`config.mk`:
```
export PLATFORM = sky130hd
export DESIGN_NAME = weight_bank_dbuf
export DESIGN_NICKNAME = d
export VERILOG_FILES = /design/src/rtl/weight_bank_dbuf.sv
export SDC_FILE = /design/constraint.sdc
export NUM_CORES = 2
export LEC_CHECK = 0
export CAP_MARGIN = 20
export CORE_UTILIZATION = 58
export DETAILED_ROUTE_END_ITERATION = 12
export GPL_ROUTABILITY_DRIVEN = 0
export MAX_ROUTING_LAYER = met4
export PLACE_DENSITY = 0.88
export SYNTH_ARGS = -nofsm -noshare
export SYNTH_HDL_FRONTEND = slang
export SYNTH_SLANG_ARGS = --single-unit
```
`constraint.sdc`:
```
create_clock -name clk -period 52.2 [get_ports clk]
set_input_delay 5.22 -clock clk [delete_from_list [all_inputs] [get_ports clk]]
set_output_delay 5.22 -clock clk [all_outputs]
set_load 0.01 [all_outputs]
```
`src/rtl/weight_bank_dbuf.sv`:
```
// weight_bank_dbuf: double-buffered weight store for the vector-multiplier array.
// Rows stream into a shadow bank over a valid/ready handshake while the active
// bank keeps driving weight_out. A swap copies the whole shadow matrix into the
// active bank in one cycle.
// Optional build macro: WEIGHT_BANK_AUTO_SWAP_EN -- when defined, a full shadow
// bank is promoted automatically on the edge after the last row, and the swap
// input is ignored.
module weight_bank_dbuf #(
    parameter int WEIGHT_BW = 8,
    parameter int LANES     = 8,
    parameter int DEPTH     = 8
) (
    input  logic                                 clk,
    input  logic                                 rst,
    input  logic                                 load_valid,
    output logic                                 load_ready,
    input  logic [LANES*WEIGHT_BW-1:0]           load_data,
    input  logic                                 load_clear,
    input  logic                                 swap,
    output logic                                 swap_done,
    output logic                                 shadow_full,
    output logic                                 active_valid,
    output logic [$clog2(DEPTH)-1:0]             load_row,
    output logic [DEPTH*LANES*WEIGHT_BW-1:0]     weight_out
);

    localparam int ROW_W     = LANES * WEIGHT_BW;
    localparam int ROW_IDX_W = $clog2(DEPTH);
    localparam logic [ROW_IDX_W-1:0] LAST_ROW = ROW_IDX_W'(DEPTH - 1);
    localparam logic [ROW_IDX_W-1:0] ROW_ZERO = ROW_IDX_W'(0);
    localparam logic [ROW_IDX_W-1:0] ROW_ONE  = ROW_IDX_W'(1);

    typedef enum logic [1:0] {
        ST_IDLE = 2'b00,
        ST_LOAD = 2'b01,
        ST_FULL = 2'b10
    } state_t;

    state_t                      state_r;
    logic [ROW_IDX_W-1:0]        load_row_r;
    logic                        load_ready_r;
    logic                        shadow_full_r;
    logic                        swap_done_r;
    logic                        active_valid_r;
    logic [ROW_W-1:0]            shadow_r [DEPTH];
    logic [DEPTH*ROW_W-1:0]      active_r;
    logic                        swap_take_s;
    logic                        accept_s;

`ifdef WEIGHT_BANK_AUTO_SWAP_EN
    // A full shadow bank is promoted on the very next edge regardless of swap.
    assign swap_take_s = 1'b1;
`else
    // Promotion happens only on an explicit swap request.
    assign swap_take_s = swap;
`endif

    // load_ready_r is low in FULL, so an accept can only happen in IDLE or LOAD.
    assign accept_s = load_valid & load_ready_r;

    // Load/swap state machine: shadow row writes, bank promotion and status flags.
    always_ff @(posedge clk or posedge rst) begin
        if (rst) begin
            state_r        <= ST_IDLE;
            load_row_r     <= ROW_ZERO;
            load_ready_r   <= 1'b1;
            shadow_full_r  <= 1'b0;
            swap_done_r    <= 1'b0;
            active_valid_r <= 1'b0;
            active_r       <= '0;
            for (int r = 0; r < DEPTH; r++) begin
                shadow_r[r] <= '0;
            end
        end else begin
            swap_done_r <= 1'b0;
            if (load_clear) begin
                // Abandon the partial load; the active bank is left alone.
                state_r       <= ST_IDLE;
                load_row_r    <= ROW_ZERO;
                load_ready_r  <= 1'b1;
                shadow_full_r <= 1'b0;
            end else if ((state_r == ST_FULL) && swap_take_s) begin
                // Promote the whole shadow matrix in a single cycle.
                for (int r = 0; r < DEPTH; r++) begin
                    active_r[r*ROW_W +: ROW_W] <= shadow_r[r];
                end
                state_r        <= ST_IDLE;
                load_row_r     <= ROW_ZERO;
                load_ready_r   <= 1'b1;
                shadow_full_r  <= 1'b0;
                swap_done_r    <= 1'b1;
                active_valid_r <= 1'b1;
            end else if (accept_s) begin
                shadow_r[load_row_r] <= load_data;
                if (load_row_r == LAST_ROW) begin
                    // Last row: the bank is complete and stops accepting.
                    state_r       <= ST_FULL;
                    load_row_r    <= ROW_ZERO;
                    load_ready_r  <= 1'b0;
                    shadow_full_r <= 1'b1;
                end else begin
                    state_r       <= ST_LOAD;
                    load_row_r    <= load_row_r + ROW_ONE;
                    load_ready_r  <= 1'b1;
                    shadow_full_r <= 1'b0;
                end
            end else begin
                state_r <= state_r;
            end
        end
    end

    assign load_ready   = load_ready_r;
    assign shadow_full  = shadow_full_r;
    assign load_row     = load_row_r;
    assign swap_done    = swap_done_r;
    assign active_valid = active_valid_r;
    assign weight_out   = active_r;

endmodule

```
==> Word-level counts from Yosys, hierarchy flattened <==
Cells that the tools add are included.
{ "word_totals": {"ff_bits": 1033, "latch_bits": 0, "ramBits": 0, "romBits": 0, "in_bits": 69, "out_inout_bits": 519, "elab_cells": 50, "memories": 0} }
{ "classes": {"n_addsub": 1, "n_mul": 0, "div_mod_pow": 0, "n_lt_le_gt_ge": 2, "n_eq_ne": 2, "shifts": 0, "mux": 21, "bitwise_logic": 4, "n_reduce_logical": 5} }
{ "ops": {"columns": ["operator", "n"], "rows": [
  ["$bwmux 512", 1],
  ["$demux 64 s3", 1],
  ["$mux 64", 1],
  ["$mux 3", 4],
  ["$mux 1", 10],
  ["$mux 2", 4],
  ["$ge 4x4->1 const B", 1],
  ["$lt 4x1->1 const B", 1],
  ["$not 3->4", 1],
  ["$add 3x1->3 const B", 1],
  ["$eq 3x3->1 const B", 1],
  ["$reduce_and 3->1", 1],
  ["$reduce_bool 3->1", 1],
  ["$eq 2x2->1 const B", 1],
  ["$logic_and 1x1->1", 2],
  ["$not 1->1", 2],
  ["$reduce_and 2->1", 1],
  ["$and 1x1->1", 1]
]} }

==> Depth between registers and ports, before layout <==
{ "logic_depth": {"depth_word": 6, "mapped_depth": 5, "ltp_nobuf": 5} }

==> Worst setup path after synthesis <==
No wires, ideal clock.
{ "synth_timing": {"path_kind": "input to register", "start": "in load_clear", "end": "reg shadow_r[0] in the netlist's numbering", "setup_time_ps": 125, "arrival_time_ps": 6414, "slack_ps": 45661, "path_stages": 5, "path_cell_list": "nand2b_1 -> and4bb_2 -> buf_2 -> buf_4 -> mux2_2"} }
{ "synth_via": {"elab_chain_cells": 2} }
{ "synth_lines": {"columns": ["element", "line", "source"], "rows": [
  ["start, declared", "18", "input logic load_clear,"],
  ["$not 1->1 (no source line)", null, null],
  ["$reduce_and 3->1 (no source line)", null, null],
  ["end signal, assigned by index", "94", "shadow_r[load_row_r] <= load_data;"],
  ["end, declared", "45", "logic [ROW_W-1:0] shadow_r [DEPTH];"]
]} }
Every way passes these cells.
A chain may end at the register's enable or synchronous reset.

==> Final worst setup path <==
{ "layout_timing": {"start": "in swap", "end": "reg active_r[461], in the netlist weight_out[461]"} }
{ "layout_via": {"elab_chain_cells": 2} }
{ "layout_lines": {"columns": ["element", "line", "source"], "rows": [
  ["start, declared", "19", "input logic swap,"],
  ["$logic_and 1x1->1", "82", "end else if ((state_r == ST_FULL) && swap_take_s) begin"],
  ["$reduce_and 2->1 (no source line)", null, null],
  ["end signal, assigned by index", "85", "active_r[r*ROW_W +: ROW_W] <= shadow_r[r];"],
  ["end, declared", "46", "logic [DEPTH*ROW_W-1:0] active_r;"]
]} }
Every way passes these cells.

==> impl_metrics.env <==
export IMPL_clkPwrFrac=0.430
export IMPL_fin_crit_sh=0.186
export IMPL_setup_worst_path_end_class="register"
export IMPL_wl_um=96200
export IMPL_core_area_mm2=0.0649
export IMPL_die_h_um=259
export IMPL_synth_cell_types=28
export IMPL_dr_pass1_iters=5
export IMPL_fin_worst_skew_ns=0.0217
export IMPL_start_util=0.591
export IMPL_io_pins=588
export IMPL_grt_start_max_net_pins=197
export IMPL_antenna_found_initial=1
export IMPL_hold_violations=0
export IMPL_crit_arrival_ns=10.22
export IMPL_postSynthCellCount=2204
export IMPL_tns_ns=0
export IMPL_setup_viol=0
export IMPL_start_kind="primary input"
export IMPL_cts_root_buffer="clkbuf_16"
export IMPL_ant_nets=0
export IMPL_timing_rr_start="state_r[0]"
export IMPL_syn_avg_cell_area_um2=17.4
export IMPL_ys_warn_count=0
export IMPL_status="complete, no violations"
export IMPL_syn_to_final_growth_pct=25.9
export IMPL_die_x_um=259
export IMPL_drv_cap=0
export IMPL_swShare=0.221
export IMPL_irDropWorstVdd_uv=28.9
export IMPL_seq_power_share=0.515
export IMPL_power_leakage_nw=23.4
export IMPL_required_ns=52.70
export IMPL_synth_net_count=2275
export IMPL_hold_path_depth=1
export IMPL_r2r_slack_ns=47.04
export IMPL_drtIter0Drc=1329
export IMPL_cts_resized_gates=0
export IMPL_endpoint="weight_out[461]"
export IMPL_cts_tree="built"
export IMPL_p_int_mw=1.35
export IMPL_fill_cells=3510
export IMPL_htree_levels=3
export IMPL_placed_cell_area_mm2=0.0449
export IMPL_port_buffers=587
export IMPL_grt_pass1_wl_um=146000
export IMPL_hold_buffers=0
export IMPL_wl_per_cell_um=25.7
export IMPL_final_util=0.744
export IMPL_grt_pass1_vias=23800
export IMPL_path_class="primary input to register"
export IMPL_final_cell_area_mm2=0.0483
export IMPL_clockBufferDepth=3
export IMPL_ys_seq_elements=1032
export IMPL_fmax_ghz=0.103
export IMPL_row_count=93
export IMPL_dp_hpwl_um=59300
export IMPL_cts_setup_buffers=0
export IMPL_rsz0062_at_grt="false"
export IMPL_post_route_min_period_ns=9.72
export IMPL_remaining_drc_errors=0
export IMPL_powerDensity_mw_per_mm2=35.7
export IMPL_via_per_inst=5.74
export IMPL_insertion_delay_ns=0.65
export IMPL_cts_buffers=100
export IMPL_grt_overflow=0
export IMPL_p_sw_uw=381
export IMPL_rr_worst_depth=7
export IMPL_dieArea_mm2=0.0672
export IMPL_yosysSeqAreaShare=0.673
export IMPL_p_comb_frac=0.055
export IMPL_relSlewSlack=0.249
export IMPL_grtUsageTotal=0.299
export IMPL_final_layout_size_suffix_gt1_frac=0.421
export IMPL_syn_cell_area_mm2=0.0384
export IMPL_maxSlewViolCount=0
export IMPL_critPathMaxFanout=83
export IMPL_cp_startpoint="swap"
export IMPL_clk_pin_slew_ns=0.06
export IMPL_nets=2882
export IMPL_hold_class="register to register"
export IMPL_vias=21500
export IMPL_reg2reg_to="weight_out[461]"
export IMPL_worst_pin_slew_ns=1.13
export IMPL_antenna_cells=0
export IMPL_clock_sinks=1032
-- worst max-delay path, cell delays in order --
cell and delay, ns:
clkdlybuf4s50_1 0.49, nand3b_2 0.23, nor2_4 0.16, buf_4 0.78, buf_4 0.98, buf_4 0.96
buf_4 0.79, mux2_2 0.42
-- flip-flops by register name, indices dropped and copies added (netlist names) --
signal,count
load_row,3
load_ready,1
shadow_r,512
weight_out,512
swap_done,1
state_r,2
active_valid,1
-- how the worst min path moves through the flow --
stage	startpoint	to	slack, ns
after global routing	shadow_r[351]	shadow_r[351]	0.51
after CTS	shadow_r[15]	weight_out[463]	0.49
after floorplan	shadow_r[151]	shadow_r[151]	0.45
final	shadow_r[178]	shadow_r[178]	0.49
after global placement	active_valid	active_valid	0.45
after detailed placement	shadow_r[177]	shadow_r[177]	0.48
-- stage by stage --
stage	hold WS, ns	power (mW)	setup WS [ns]	std cells
detailed placement	0.481	0.995	41.91	3563
CTS	0.491	1.74	42.56	3747
global placement	0.454	0.982	42.02	3563
global route	0.510	1.78	42.25	3748
floorplan	0.452	0.960	17.94	2204
finish	0.488	1.73	42.48	3748
-- layer usage --
layer  part of all wire  global-route usage
met1               0.38               0.356
met2               0.50               0.479
met3              0.075              0.0823
met4              0.044               0.129
met5                  0                   -
-- cells in the mapped netlist, drive strengths merged --
| library cell | instances | area share |
|---|---|---|
| nand3b | 3 | 0.00068 |
| nor4b | 1 | 0.00039 |
| ha | 2 | 0.00065 |
| or2 | 2 | 0.00033 |
| nand4b | 3 | 0.00068 |
| and4bb | 2 | 0.00065 |
| a21o | 1 | 0.00020 |
| and3b | 1 | 0.00023 |
| nand2b | 2 | 0.00033 |
| a21oi | 4 | 0.00052 |
| and3 | 1 | 0.00016 |
| inv | 1 | 0.000098 |
| dfrtp | 1031 | 0.67 |
| mux2 | 1024 | 0.30 |
| nand2 | 6 | 0.00059 |
| mux2i | 1 | 0.00026 |
| dfstp | 1 | 0.00068 |
| nor3 | 1 | 0.00042 |
| nor2 | 4 | 0.00046 |
| nand4 | 1 | 0.00033 |
| nand3 | 3 | 0.00052 |
| buf | 109 | 0.019 |
-- final cells by class --
cell class | instances | area (µm²) | area share
sequential | 1032 | 25800 | 0.535
multi-input combinational | 1062 | 11800 | 0.245
tap | 855 | 1070 | 0.0221
inverter | 1 | 11.3 | 0.000233
timing repair buffer | 614 | 6140 | 0.127
clock inverter | 36 | 459 | 0.00950
clock buffer | 148 | 2960 | 0.0612
-- logic make-up after synthesis --
family | count (synthesis) | share of synthesized area
flops | 1032 | 0.673
mux | 1025 | 0.301
buf+inv | 110 | 0.0191
simple gates | 30 | 0.00577
compound gates | 5 | 0.000717
fa+ha+maj | 2 | 0.000652
-- cells in the final DEF (no fill, tap or decap), drive strengths merged, types with 2 or more instances in the layout --
cell type,Yosys,final
nand3b,3,3
dfrtp,1031,1031
mux2,1024,1024
ha,2,2
nand3,3,3
nor2,4,4
or2,2,2
clkbuf,0,148
and4bb,2,2
inv,1,2
buf,109,27
clkdlybuf4s50,0,587
clkinvlp,0,5
bufinv,0,9
clkinv,0,21
nand2b,2,2
nand2,6,6
a21oi,4,4
nand4b,3,3
-- power groups by stage --
stage	logic, mW	clock network [mW]	registers (mW)
2_1_floorplan	0.0673	0	0.892
3_3_place_gp	0.0882	0	0.894
3_5_place_dp	0.0948	0	0.901
4_1_cts	0.0968	0.752	0.888
5_1_grt	0.104	0.784	0.894
6_report	0.0949	0.741	0.889
Note: power is estimated with default switching activity, not from simulation.
